File: src/rtl/stack_spill_if.sv
// stack_spill_if: groups the decoder/ALU op port and the data-memory req/ack
// port of the operand stack. The slave modport is the stack's view; the
// master modport is the view of whoever drives ops and answers memory.
interface stack_spill_if #(
  parameter int WIDTH  = 16,
  parameter int DEPTH  = 16,
  parameter int ADDR_W = 16
);
  localparam int DW = $clog2(DEPTH + 1);

  // Decoder / ALU side
  logic [2:0]        op;
  logic              op_valid;
  logic [WIDTH-1:0]  data_in;
  logic [WIDTH-1:0]  data0;
  logic [WIDTH-1:0]  data1;
  logic [DW-1:0]     depth;
  logic              busy;
  logic              ovf;
  logic              unf;

  // Data-memory side
  logic              mem_req;
  logic              mem_we;
  logic [ADDR_W-1:0] mem_addr;
  logic [WIDTH-1:0]  mem_wdata;
  logic [WIDTH-1:0]  mem_rdata;
  logic              mem_ack;

  modport slave (
    input  op, op_valid, data_in, mem_rdata, mem_ack,
    output data0, data1, depth, busy, ovf, unf,
           mem_req, mem_we, mem_addr, mem_wdata
  );

  modport master (
    output op, op_valid, data_in, mem_rdata, mem_ack,
    input  data0, data1, depth, busy, ovf, unf,
           mem_req, mem_we, mem_addr, mem_wdata
  );
endinterface

File: src/rtl/stack_spill.sv
// stack_spill: DEPTH-entry operand stack (entry 0 on top) with depth tracking,
// DUP/SWAP/CLEAR, sticky overflow/underflow, and optional spill/fill of the
// bottom entry to data memory.
// Build option: define STACK_SPILL_EN to enable the spill/fill FSM and the
// memory port. Without it a full push discards the bottom entry and sets ovf,
// and the memory port is held idle.
module stack_spill #(
  parameter int               WIDTH       = 16,
  parameter int               DEPTH       = 16,
  parameter int               SPILL_DEPTH = 256,
  parameter int               ADDR_W      = 16,
  parameter logic [ADDR_W-1:0] SPILL_BASE = 16'h0F00
) (
  input logic          clk,
  input logic          rst,
  stack_spill_if.slave bus
);
  localparam int DW = $clog2(DEPTH + 1);

  localparam logic [2:0] OP_NOP     = 3'd0;
  localparam logic [2:0] OP_LOAD    = 3'd1;
  localparam logic [2:0] OP_PUSH    = 3'd2;
  localparam logic [2:0] OP_POP     = 3'd3;
  localparam logic [2:0] OP_POPLOAD = 3'd4;
  localparam logic [2:0] OP_DUP     = 3'd5;
  localparam logic [2:0] OP_SWAP    = 3'd6;
  localparam logic [2:0] OP_CLEAR   = 3'd7;

  logic [WIDTH-1:0] stk_q [DEPTH];
  logic [WIDTH-1:0] stk_d [DEPTH];
  logic [DW-1:0]    depth_q, depth_d;
  logic             ovf_q, ovf_d;
  logic             unf_q, unf_d;

  logic accept_s;      // op taken this cycle
  logic push_full_s;   // PUSH/DUP issued with the on-chip stack full
  logic pop_s;         // POP/POPLOAD actually removed an entry
  logic clear_s;       // CLEAR taken
  logic busy_s;        // spill/fill in progress
  logic spill_room_s;  // a full push may spill instead of discarding
  logic fill_done_s;   // fill data arrives this cycle

  assign accept_s = bus.op_valid & ~busy_s;

  // Stack datapath next state: op decode, fill write-back, flag updates.
  always_comb begin
    stk_d       = stk_q;
    depth_d     = depth_q;
    ovf_d       = ovf_q;
    unf_d       = unf_q;
    push_full_s = 1'b0;
    pop_s       = 1'b0;
    clear_s     = 1'b0;
    if (accept_s) begin
      case (bus.op)
        OP_NOP: begin
          stk_d = stk_q;
        end
        OP_LOAD: begin
          stk_d[0] = bus.data_in;
          if (depth_q == '0) begin
            depth_d = DW'(1);
          end else begin
            depth_d = depth_q;
          end
        end
        OP_PUSH, OP_DUP: begin
          if ((bus.op == OP_DUP) && (depth_q == '0)) begin
            unf_d = 1'b1;
          end else begin
            // Shift down; entry 0 keeps its value for DUP.
            for (int i = DEPTH - 1; i >= 1; i--) begin
              stk_d[i] = stk_q[i-1];
            end
            if (bus.op == OP_PUSH) begin
              stk_d[0] = bus.data_in;
            end else begin
              stk_d[0] = stk_q[0];
            end
            if (depth_q == DW'(DEPTH)) begin
              // Old bottom entry leaves: spilled if room, otherwise lost.
              push_full_s = 1'b1;
              if (!spill_room_s) begin
                ovf_d = 1'b1;
              end else begin
                ovf_d = ovf_q;
              end
            end else begin
              depth_d = depth_q + DW'(1);
            end
          end
        end
        OP_POP: begin
          if (depth_q == '0) begin
            unf_d = 1'b1;
          end else begin
            for (int i = 0; i < DEPTH - 1; i++) begin
              stk_d[i] = stk_q[i+1];
            end
            stk_d[DEPTH-1] = '0;
            depth_d        = depth_q - DW'(1);
            pop_s          = 1'b1;
          end
        end
        OP_POPLOAD: begin
          // Binary-ALU result replaces the two top operands.
          if (depth_q < DW'(2)) begin
            unf_d = 1'b1;
          end else begin
            stk_d[0] = bus.data_in;
            for (int i = 1; i < DEPTH - 1; i++) begin
              stk_d[i] = stk_q[i+1];
            end
            stk_d[DEPTH-1] = '0;
            depth_d        = depth_q - DW'(1);
            pop_s          = 1'b1;
          end
        end
        OP_SWAP: begin
          if (depth_q < DW'(2)) begin
            unf_d = 1'b1;
          end else begin
            stk_d[0] = stk_q[1];
            stk_d[1] = stk_q[0];
          end
        end
        OP_CLEAR: begin
          for (int i = 0; i < DEPTH; i++) begin
            stk_d[i] = '0;
          end
          depth_d = '0;
          ovf_d   = 1'b0;
          unf_d   = 1'b0;
          clear_s = 1'b1;
        end
        default: begin
          stk_d = stk_q;
        end
      endcase
    end else if (fill_done_s) begin
      // A fill always follows a pop from a full stack, so slot DEPTH-1 is free.
      stk_d[DEPTH-1] = bus.mem_rdata;
      depth_d        = depth_q + DW'(1);
    end else begin
      stk_d = stk_q;
    end
  end

  // Stack storage, depth and sticky flags.
  always_ff @(posedge clk) begin
    if (rst) begin
      for (int i = 0; i < DEPTH; i++) begin
        stk_q[i] <= '0;
      end
      depth_q <= '0;
      ovf_q   <= 1'b0;
      unf_q   <= 1'b0;
    end else begin
      stk_q   <= stk_d;
      depth_q <= depth_d;
      ovf_q   <= ovf_d;
      unf_q   <= unf_d;
    end
  end

  assign bus.data0 = stk_q[0];
  assign bus.data1 = stk_q[1];
  assign bus.depth = depth_q;
  assign bus.ovf   = ovf_q;
  assign bus.unf   = unf_q;
  assign bus.busy  = busy_s;

`ifdef STACK_SPILL_EN
  localparam int SW = $clog2(SPILL_DEPTH + 1);

  typedef enum logic [1:0] {
    ST_IDLE  = 2'd0,
    ST_SPILL = 2'd1,
    ST_FILL  = 2'd2
  } state_e;

  state_e            state_q, state_d;
  logic [SW-1:0]     spill_cnt_q;
  logic [ADDR_W-1:0] mem_addr_q;
  logic [WIDTH-1:0]  mem_wdata_q;
  logic              mem_req_s;
  logic              mem_we_s;

  assign spill_room_s = (spill_cnt_q < SW'(SPILL_DEPTH));
  assign fill_done_s  = (state_q == ST_FILL) & bus.mem_ack;

  // FSM state register; reset abandons any outstanding request.
  always_ff @(posedge clk) begin
    if (rst) begin
      state_q <= ST_IDLE;
    end else begin
      state_q <= state_d;
    end
  end

  // FSM next state: start a spill on a full push with room, a fill on a pop
  // while memory holds entries; return to idle on the ack strobe.
  always_comb begin
    state_d = state_q;
    case (state_q)
      ST_IDLE: begin
        if (push_full_s && spill_room_s) begin
          state_d = ST_SPILL;
        end else if (pop_s && (spill_cnt_q != '0)) begin
          state_d = ST_FILL;
        end else begin
          state_d = ST_IDLE;
        end
      end
      ST_SPILL, ST_FILL: begin
        if (bus.mem_ack) begin
          state_d = ST_IDLE;
        end else begin
          state_d = state_q;
        end
      end
      default: begin
        state_d = ST_IDLE;
      end
    endcase
  end

  // FSM outputs: request and direction decoded from the registered state.
  always_comb begin
    busy_s    = 1'b0;
    mem_req_s = 1'b0;
    mem_we_s  = 1'b0;
    case (state_q)
      ST_SPILL: begin
        busy_s    = 1'b1;
        mem_req_s = 1'b1;
        mem_we_s  = 1'b1;
      end
      ST_FILL: begin
        busy_s    = 1'b1;
        mem_req_s = 1'b1;
        mem_we_s  = 1'b0;
      end
      default: begin
        busy_s    = 1'b0;
        mem_req_s = 1'b0;
        mem_we_s  = 1'b0;
      end
    endcase
  end

  // Spill count plus address/data capture; held stable for the whole request.
  always_ff @(posedge clk) begin
    if (rst) begin
      spill_cnt_q <= '0;
      mem_addr_q  <= SPILL_BASE;
      mem_wdata_q <= '0;
    end else if (clear_s) begin
      spill_cnt_q <= '0;
    end else if ((state_q == ST_IDLE) && (state_d == ST_SPILL)) begin
      mem_addr_q  <= SPILL_BASE + ADDR_W'(spill_cnt_q);
      mem_wdata_q <= stk_q[DEPTH-1];
    end else if ((state_q == ST_IDLE) && (state_d == ST_FILL)) begin
      mem_addr_q  <= SPILL_BASE + ADDR_W'(spill_cnt_q) - ADDR_W'(1);
    end else if ((state_q == ST_SPILL) && bus.mem_ack) begin
      spill_cnt_q <= spill_cnt_q + SW'(1);
    end else if ((state_q == ST_FILL) && bus.mem_ack) begin
      spill_cnt_q <= spill_cnt_q - SW'(1);
    end else begin
      spill_cnt_q <= spill_cnt_q;
    end
  end

  assign bus.mem_req   = mem_req_s;
  assign bus.mem_we    = mem_we_s;
  assign bus.mem_addr  = mem_addr_q;
  assign bus.mem_wdata = mem_wdata_q;
`else
  logic unused_s;

  assign spill_room_s  = 1'b0;
  assign fill_done_s   = 1'b0;
  assign busy_s        = 1'b0;
  assign bus.mem_req   = 1'b0;
  assign bus.mem_we    = 1'b0;
  assign bus.mem_addr  = SPILL_BASE;
  assign bus.mem_wdata = {WIDTH{1'b0}};
  assign unused_s      = ^{bus.mem_rdata, bus.mem_ack, pop_s, clear_s,
                           (SPILL_DEPTH > 0)};
`endif

endmodule

File: src/flat_wrapper.sv
// flat-port wrapper written by rule: the top's interface ports become plain ports
module stack_spill_flat 
#(
  parameter int               WIDTH       = 16,
  parameter int               DEPTH       = 16,
  parameter int               SPILL_DEPTH = 256,
  parameter int               ADDR_W      = 16,
  parameter logic [ADDR_W-1:0] SPILL_BASE = 16'h0F00
)
  (clk, rst, bus_op, bus_op_valid, bus_data_in, bus_mem_rdata, bus_mem_ack, bus_data0, bus_data1, bus_depth, bus_busy, bus_ovf, bus_unf, bus_mem_req, bus_mem_we, bus_mem_addr, bus_mem_wdata);
  stack_spill_if #(.WIDTH(WIDTH), .DEPTH(DEPTH), .ADDR_W(ADDR_W)) bus_i ();
  input logic clk;
  input logic rst;
  input wire logic [$bits(bus_i.op)-1:0] bus_op;
  input wire logic [$bits(bus_i.op_valid)-1:0] bus_op_valid;
  input wire logic [$bits(bus_i.data_in)-1:0] bus_data_in;
  input wire logic [$bits(bus_i.mem_rdata)-1:0] bus_mem_rdata;
  input wire logic [$bits(bus_i.mem_ack)-1:0] bus_mem_ack;
  output wire logic [$bits(bus_i.data0)-1:0] bus_data0;
  output wire logic [$bits(bus_i.data1)-1:0] bus_data1;
  output wire logic [$bits(bus_i.depth)-1:0] bus_depth;
  output wire logic [$bits(bus_i.busy)-1:0] bus_busy;
  output wire logic [$bits(bus_i.ovf)-1:0] bus_ovf;
  output wire logic [$bits(bus_i.unf)-1:0] bus_unf;
  output wire logic [$bits(bus_i.mem_req)-1:0] bus_mem_req;
  output wire logic [$bits(bus_i.mem_we)-1:0] bus_mem_we;
  output wire logic [$bits(bus_i.mem_addr)-1:0] bus_mem_addr;
  output wire logic [$bits(bus_i.mem_wdata)-1:0] bus_mem_wdata;
  assign bus_i.op = bus_op;
  assign bus_i.op_valid = bus_op_valid;
  assign bus_i.data_in = bus_data_in;
  assign bus_i.mem_rdata = bus_mem_rdata;
  assign bus_i.mem_ack = bus_mem_ack;
  assign bus_data0 = bus_i.data0;
  assign bus_data1 = bus_i.data1;
  assign bus_depth = bus_i.depth;
  assign bus_busy = bus_i.busy;
  assign bus_ovf = bus_i.ovf;
  assign bus_unf = bus_i.unf;
  assign bus_mem_req = bus_i.mem_req;
  assign bus_mem_we = bus_i.mem_we;
  assign bus_mem_addr = bus_i.mem_addr;
  assign bus_mem_wdata = bus_i.mem_wdata;
  stack_spill #(.WIDTH(WIDTH), .DEPTH(DEPTH), .SPILL_DEPTH(SPILL_DEPTH), .ADDR_W(ADDR_W), .SPILL_BASE(SPILL_BASE)) u_core (.clk(clk), .rst(rst), .bus(bus_i));
endmodule
File: config.mk
export PLATFORM = sky130hd
export DESIGN_NAME = stack_spill_flat
export DESIGN_NICKNAME = d
export VERILOG_FILES = /design/src/rtl/stack_spill_if.sv /design/src/rtl/stack_spill.sv /design/src/flat_wrapper.sv
export SDC_FILE = /design/constraint.sdc
export NUM_CORES = 1
export LEC_CHECK = 0
export CAP_MARGIN = 20
export CELL_PAD_IN_SITES_DETAIL_PLACEMENT = 2
export CELL_PAD_IN_SITES_GLOBAL_PLACEMENT = 2
export CORE_MARGIN = 2
export CORE_UTILIZATION = 37
export CTS_BUF_LIST = sky130_fd_sc_hd__clkbuf_16
export CTS_CLUSTER_SIZE = 8
export DETAILED_ROUTE_END_ITERATION = 10
export PLACE_DENSITY = 0.83
export SETUP_SLACK_MARGIN = 0.05
export SYNTH_ARGS = -nofsm -noshare
export SYNTH_HDL_FRONTEND = slang
export SYNTH_SLANG_ARGS = --single-unit
File: constraint.sdc
create_clock -name clk -period 4.13 [get_ports clk]
set_clock_uncertainty 0.2 [all_clocks]
set_input_delay 1.0325 -clock clk [delete_from_list [all_inputs] [get_ports clk]]
set_output_delay 1.0325 -clock clk [all_outputs]
set_load 0.01 [all_outputs]
# Word-level counts from Yosys, hierarchy flattened
# Index checks and enable logic that the tools add are counted.
op_classes:
  reduce_logical: 16
  bitwise_logic: 1
  add_sub_neg: 2
  n_lt_le_gt_ge: 1
  shifts: 0
  mux: 21
  div_mod_pow: 0
  n_eq_ne: 19
  n_mul: 0
op_table:
  columns: ["op", "count"]
  rows:
  - ["224-bit one-hot mux with 4 select lines", 1]
  - ["256-bit 2-to-1 mux", 3]
  - ["16-bit one-hot mux with 6 select lines", 1]
  - ["16-bit one-hot mux with 5 select lines", 1]
  - ["32-bit 2-to-1 mux", 1]
  - ["5-bit 2-to-1 mux", 5]
  - ["5-bit one-hot mux with 5 select lines", 1]
  - ["16-bit 2-to-1 mux", 1]
  - ["7-bit AND reduction", 2]
  - ["3-bit == test (second input constant)", 4]
  - ["2-bit by 1-bit inequality test with 1-bit output (second input constant)", 6]
  - ["2-bit inequality test (second input constant)", 5]
  - ["5-bit AND reduction", 2]
  - ["5-bit nonzero test", 2]
  - ["4-bit nonzero test", 2]
  - ["3-bit by 2-bit == test with 1-bit output (second input constant)", 2]
  - ["6-bit AND reduction", 1]
  - ["5-bit by 1-bit adder with 5-bit output (second input constant)", 1]
  - ["5-bit == test (second input constant)", 1]
  - ["5-bit zero test", 1]
  - ["5-bit by 2-bit < comparator with 1-bit output (second input constant)", 1]
  - ["1-bit 2-to-1 mux", 5]
  - ["5-bit by 1-bit subtractor with 5-bit output (second input constant)", 1]
  - ["1-bit one-hot mux with 4 select lines", 1]
  - ["other kinds (8)", 9]
totals:
  memories: 0
  out_inout_bits: 74
  latchBits: 0
  mem_bits_ro: 0
  ff_bits: 263
  wordCells: 79
  inputBits: 39
  ram_bits: 0

# Depth between registers and ports, before layout
# Gate-level depths: netlist of run 1.
depth:
  word_depth: 4
  depth_mapped: 12
  depth_no_buf: 8

# Least setup slack after synthesis of run 1
# OpenSTA, ideal clock, no wires.
synth_timing:
  kind: "in2reg"
  from: "input bus_op[0]"
  to: "register u_core.depth_q[4], in the netlist u_core.bus.depth[4]"
  n_path_buf: 4
  slack_ns: 0.653
  t_arrival_ns: 3.163
  path_stages: 12
  path_cell_list: "buf_4 -> and3b_1 -> or2_1 -> buf_4 -> buf_6 -> buf_2 -> fa_1 -> a21o_1 -> a21oi_1 -> xnor2_1 -> mux2i_1 -> o21a_1"
synth_between:
  elab_chain_len: 4
  elab_cells_between_ends: 16
  cone_classes: "eq/ne: 11; mux: 1; reduce/logical: 4"
synth_lines:
  columns: ["element", "line", "rtl"]
  rows:
  - ["start: declaration", "flat_wrapper.sv:14", "input wire logic [$bits(bus_i.op)-1:0] bus_op;"]
  - ["3-bit by 2-bit == test with 1-bit output / 3-bit == test (equally long branches)", "stack_spill.sv:55, stack_spill.sv:68", null]
  - ["2-bit OR reduction / 1-bit logical AND (equally long branches)", "stack_spill.sv:55, stack_spill.sv:68", null]
  - ["5-bit nonzero test (no source line) / 2-bit inequality test (equally long branches)", null, null]
  - ["7-bit AND reduction (no source line)", null, null]
  - ["end signal: assignment", "stack_spill.sv:160", "depth_q <= depth_d;"]
  - ["end: declaration", "stack_spill.sv:31", "logic [DW-1:0] depth_q, depth_d;"]
# Parallel ways exist; a longest one is shown, timed or not.
# A chain may end at the register's enable or synchronous reset.

# Worst setup path in the final report of run 1
layout_timing:
  from: "input bus_op[0]"
  to: "register u_core.stk_q, in the netlist u_core.bus.data1[14]"
layout_between:
  elab_chain_len: 4
  elab_cells_between_ends: 15
  cone_classes: "eq/ne: 10; mux: 1; reduce/logical: 4"
layout_lines:
  columns: ["element", "line", "rtl"]
  rows:
  - ["3-bit by 2-bit == test with 1-bit output / 3-bit == test (equally long branches)", "stack_spill.sv:55, stack_spill.sv:68", null]
  - ["2-bit OR reduction / 1-bit logical AND (equally long branches)", "stack_spill.sv:55, stack_spill.sv:68", null]
  - ["5-bit nonzero test (no source line) / 2-bit inequality test (equally long branches)", null, null]
  - ["6-bit AND reduction (no source line)", null, null]
  - ["end signal: assignment", "stack_spill.sv:159", "stk_q <= stk_d;"]
  - ["end: declaration", "stack_spill.sv:29", "logic [WIDTH-1:0] stk_q [DEPTH];"]
# Parallel ways exist; a longest one is shown, timed or not.

==> flow_summary.ini, run 1 <==
[detailed_routing]
routed_via_density = 6.132
first_iter_violations = 745
antenna_left = 0
vias = 10939
wl_um = 38590
wl_per_cell_um = 21.63
drc = 0
first_pass_iters = 5

[floorplanning]
die_y_um = 192.1
start_util_pct = 37.70
die-area_um2 = 36890
rows = 68
die_x_um = 192.1
pin_count = 113
core_region_area_um2 = 34710

[status]
status = finished, final reports clean

[cts]
clock-sinks = 263
cts-resized-gates = 0
postCtsSetupBuffers = 0
holdBufCountCts = 0
clkTransAtPathRegs_ns = 0.05
h-tree-depth = 2
cts-root-buf = clkbuf_16
cts-buffers-inserted = 38
clk_path_buf_depth = 3
cts_tree = yes
worstSkewPairLatency_ns = 0.53

[hold_path]
hold_path.class = reg -> reg

[run]
cap_violations = 0

[logic_synthesis]
synthCells = 1394
ys_seq_elements = 263
syn-cell-area_um2 = 13090
synth_area_leader_cell = dfxtp_1
synth_edf_count = 0
synth.distinct_cells = 47
synth_top_area_share_pct = 40.23
synth_area_leaders = dfxtp_1 (40%), a211oi_2 (13%), a22oi_1 (13%)
seq_area_frac_synth_pct = 40.23
synth-async-reset-ratio_pct = 0
avgSynthCellArea_um2 = 9.388
yosys_warnings = 0
ys.flop_type = dfxtp_1

[finish]
register_area_um2 = 5265
final_cell_area_um2 = 14550
fin_nets = 1370
syn2layout_area_growth_pct = 11.15
final_cell_mix = dfxtp_1 (263), a21oi_1 (247), a22oi_1 (224), a211oi_2 (136), a211oi_1 (90)
drive_gt1_share_pct = 17.23
final.fill_count = 3676
mostFrequentLayoutCell = dfxtp_1
diodes = 0
multi_input_area_um2 = 6606

[timing]
setup_ws_ns = 0.6473
max_freq_mhz = 287.1
tightest_slew_ns = 0.8814
min_period_over_period_pct = 84.33
drv_slew = 0
max-slew-margin-rel_pct = 41.24
rsz0062_at_grt = no
setup_tns_ns = 0
hold_viol = 0
finalCriticalPeriod_ns = 3.483
setup_viol = 0

[global_route]
grt_pass1_vias = 11851
track_usage_pct = 21.02
antenna_found_initial = 0
grt_first_pass_wirelength_um = 63860
grt_max_degree = 138
grt_overflow = 0

[setup_path]
critPathLaunchType = input port
slowest_delay_ns = 0.60
cpMostUsedCell = buf_4
crit_chain = clkdlybuf4s50_1, nor3b_2, or2_4, buf_4, buf_4, a22oi_1, or3_1, a21oi_1
crit_type = in -> reg
path_buf_inv = 3
cp_top_family = buffers and inverters
crit_slowest_cell = clkdlybuf4s50_1
cp-end-kind = register
cp_max_fo = 35
required_ns = 4.38
crit_arrival_ns = 3.73

[place]
dp_worst_setup_slack_ns = 0.1154
gp_congestion = 0.7476
numPortBuffers = 60
detailedPlacementHpwl_um = 21860
dpl_cell_area_um2 = 13520

[power]
p_per_area_nw_per_um2 = 503.4
peakVddDrop_mv = 0.3244
p_leak_nw = 4.407
-- worst paths after layout --
check                                            end  slack (ns)                 from  cells after the start
worst min-delay path                u_core.stk_q[13]        0.28     u_core.stk_q[13]                      2
worst max-delay path            u_core.bus.data1[14]        0.65            bus_op[0]                      8
worst min register to register      u_core.stk_q[13]        0.28     u_core.stk_q[13]                      2
worst max register to register      u_core.stk_q[70]        1.71  u_core.bus.depth[0]                      6
-- worst min-delay path, cell delays in order, from the launching register on --
cell     delay (ns)
dfxtp_1        0.30
o21ai_0        0.07
a21oi_1        0.06
-- layer usage --
| metal | up-vias | global-route usage (%) | share of wire, % |
|---|---|---|---|
| li1 | 5131 | - | - |
| met4 | 0 | 5.755 | 1.8 |
| met2 | 115 | 37.75 | 52 |
| met3 | 54 | 2.942 | 2.3 |
| met1 | 5639 | 26.18 | 44 |
| met5 | - | 0 | 0 |
-- synth_stat cells (2+ instances only) --
cell type	instances
nor2b_1	3
nand4_1	16
nand2b_1	4
nand3_1	2
or3_1	18
nor2_1	19
mux2i_1	2
and2_1	2
buf_6	17
conb_1	2
a21oi_1	247
o21ai_1	2
a22oi_1	224
buf_1	7
buf_4	76
a211oi_2	136
nand2_1	37
xor2_1	3
a21o_1	4
a211o_1	2
a41oi_1	2
a211oi_1	90
buf_2	32
clkbuf_1	107
dfxtp_1	263
o21ai_0	49
ha_1	3
a21oi_4	2
o21a_1	3
xnor2_1	3
-- layout make-up --
class	count	area share, %
flip-flops and latches	263	36.19
repair buffers	99	7.518
multi-input cells	924	45.42
clock buffers	39	6.709
clock inverters	3	0.2236
inverters	1	0.02580
well taps	455	3.914
-- state kept, by name (all words and copies together), names as in the netlist --
register	count
u_core.bus.data0	16
u_core.bus.data1	16
u_core.bus.ovf	1
u_core.bus.depth	5
u_core.bus.unf	1
u_core.stk_q	224
-- power breakdown --
| group | switching (mW) | total [mW] | internal, mW |
|---|---|---|---|
| Combinational | 0.942 | 1.51 | 0.570 |
| Clock | 1.11 | 2.77 | 1.66 |
| Sequential | 0.242 | 3.04 | 2.79 |
| Total | 2.30 | 7.32 | 5.03 |
-- logic make-up (layout without fill, tap and decap cells) --
logic type,Yosys count,after routing,synth area share (%)
flops,263,263,40.23
simple gates,111,111,4.589
buf+inv,240,142,10.34
compound gates,766,766,43.79
mux,2,2,0.1530
xor+xnor,6,6,0.4016
other cells,2,35,0.05738
fa+ha+maj,4,4,0.4398
-- through the flow --
step,util [%],power (mW),cells,hold slack [ns]
after floorplan,-,4.168,1427,0.2501
after global placement,38.96,4.480,1741,0.2606
after detailed placement,38.96,4.575,1741,0.2707
after CTS,41.86,7.405,1783,0.2779
after global routing,41.90,7.683,1784,0.3043
final,41.90,7.322,1784,0.2765
Note: power is estimated with default switching activity, not from simulation.
==> run 2: changes to the inputs <==
--- a/config.mk
+++ b/config.mk
@@ -9,11 +9,11 @@
 export CELL_PAD_IN_SITES_DETAIL_PLACEMENT = 2
 export CELL_PAD_IN_SITES_GLOBAL_PLACEMENT = 2
 export CORE_MARGIN = 2
-export CORE_UTILIZATION = 37
+export CORE_UTILIZATION = 33
 export CTS_BUF_LIST = sky130_fd_sc_hd__clkbuf_16
 export CTS_CLUSTER_SIZE = 8
 export DETAILED_ROUTE_END_ITERATION = 10
-export PLACE_DENSITY = 0.83
+export PLACE_DENSITY = 0.79
 export SETUP_SLACK_MARGIN = 0.05
 export SYNTH_ARGS = -nofsm -noshare
 export SYNTH_HDL_FRONTEND = slang
==> constraint.sdc (replaced) <==
create_clock -name clk -period 3.05 [get_ports clk]
set_clock_uncertainty 0.2 [all_clocks]
set_input_delay 0.7625 -clock clk [delete_from_list [all_inputs] [get_ports clk]]
set_output_delay 0.7625 -clock clk [all_outputs]
set_load 0.01 [all_outputs]
==> run 2 against run 1 <==
Worst hold slack improved by 0.00065 ns; die area rose by 12%; register-to-register slack worse by 0.97 ns; flip-flop and latch count stayed put; first-iteration DRC count fell by 25%; highest routed layer unchanged.
==> flow_summary.ini, run 2 (synthesis gave the netlist of run 1 again) <==
[setup_path]
timing.rr.start = u_core.bus.depth[0]
crit_arrival_ns = 3.06
cp-end-kind = register
slowest_delay_ns = 0.54
cp_top_family = buffers and inverters
required_ns = 3.30
critPathLaunch = bus_op[2]
critPathLaunchType = input port
path_buf_inv = 3
crit_type = in -> reg
cp_max_fo = 149
crit_slowest_cell = clkdlybuf4s50_1
crit_chain = clkdlybuf4s50_1, nor3b_2, or2_4, buf_4, buf_12, a22oi_1, a211oi_2

[detailed_routing]
antenna_left = 0
first_iter_violations = 556
wl_um = 41170
routed_via_density = 5.950
drc = 0
wl_per_cell_um = 21.80
first_pass_iters = 5
vias = 11240

[run]
cap_violations = 0

[floorplanning]
die_y_um = 203.1
rows = 72
die-area_um2 = 41270
die_x_um = 203.1
core_region_area_um2 = 38920
pin_count = 113
start_util_pct = 33.63

[timing]
hold_viol = 0
max-slew-margin-rel_pct = 46.46
min_period_over_period_pct = 91.92
max_freq_mhz = 356.7
drv_slew = 0
finalCriticalPeriod_ns = 2.804
holdWs_ns = 0.2772
setup_viol = 0
tightest_slew_ns = 0.8031
rsz0062_at_grt = no

[cts]
clk_path_buf_depth = 3
cts-root-buf = clkbuf_16
cts_tree = yes
cts-buffers-inserted = 38
holdBufCountCts = 0
h-tree-depth = 2
clkTransAtPathRegs_ns = 0.05
cts-resized-gates = 0
postCtsSetupBuffers = 0
worstSkewPairLatency_ns = 0.54
clock-sinks = 263

[place]
gp_congestion = 0.7262
numPortBuffers = 60
detailedPlacementHpwl_um = 23880

[global_route]
grt_max_degree = 150
antenna_found_initial = 0
track_usage_pct = 19.69
grt_overflow = 0
grt_first_pass_wirelength_um = 67450
grt_pass1_vias = 12372

[power]
peakVddDrop_mv = 0.3685
p_per_area_nw_per_um2 = 668.0
p_leak_nw = 4.705

[finish]
drive_gt1_share_pct = 19.99
syn2layout_area_growth_pct = 16.38
top_register = u_core.stk_q
largest_register_ffs = 224
fin_nets = 1412
diodes = 0
fin_util_pct = 39.14
mostFrequentLayoutCell = dfxtp_1
final_cell_mix = dfxtp_1 (263), a21oi_1 (245), a22oi_1 (224), a211oi_2 (136), a211oi_1 (90)

[hold_path]
hp-start = u_core.stk_q[9]
hold_path.class = reg -> reg

[status]
status = finished, final reports clean
run 2: report_power, final:
part / internal [mW] / switching [mW] / total (mW)
logic: 0.908 / 1.34 / 2.25
clock network: 2.25 / 1.56 / 3.81
registers: 3.78 / 0.331 / 4.11
total: 6.94 / 3.23 / 10.2
run 2: final cells by class:
type / count / area (µm²)
clock buffers: 39 / 975.9
clock inverters: 3 / 32.53
fillers: 4153 / 23690
inverters: 1 / 3.754
multi-input cells: 924 / 6616
flip-flops and latches: 263 / 5265
well taps: 518 / 648.1
repair buffers: 141 / 1689
run 2: worst register-to-register path: stages, from the launching register on:
cell and delay [ns]:
dfxtp_1 0.60, a21oi_1 0.16, buf_4 0.18, o21ai_4 0.21, buf_12 0.21, buf_12 0.21
a21oi_1 0.10, a211oi_1 0.32
run 2: metrics by stage:
step	setup TNS (ns)	instances	setup WS [ns]	power [mW]	instance area, µm²
2_1_floorplan	0	1427	0.05404	5.649	13240
4_1_cts	0	1889	0.2738	10.29	15230
3_3_place_gp	-8.478	1847	-0.1047	6.246	14220
3_5_place_dp	-25.35	1847	-0.2152	6.380	14220
6_report	0	1889	0.2465	10.17	15230
5_1_grt	0	1889	0.1044	10.65	15230
run 2: final timing paths:
check	end	slack [ns]	cells after the start
max	u_core.stk_q[105]	0.25	7
min	u_core.stk_q[9]	0.28	2
max reg2reg	u_core.stk_q[219]	0.74	7
min reg2reg	u_core.stk_q[9]	0.28	2
run 2: per-layer routing:
layer	vias up	global-route usage [%]	wire length, µm
li1	5218	-	-
met3	72	2.653	988
met1	5787	23.85	17510
met2	163	36.02	21740
met5	-	0	0
met4	0	6.048	935
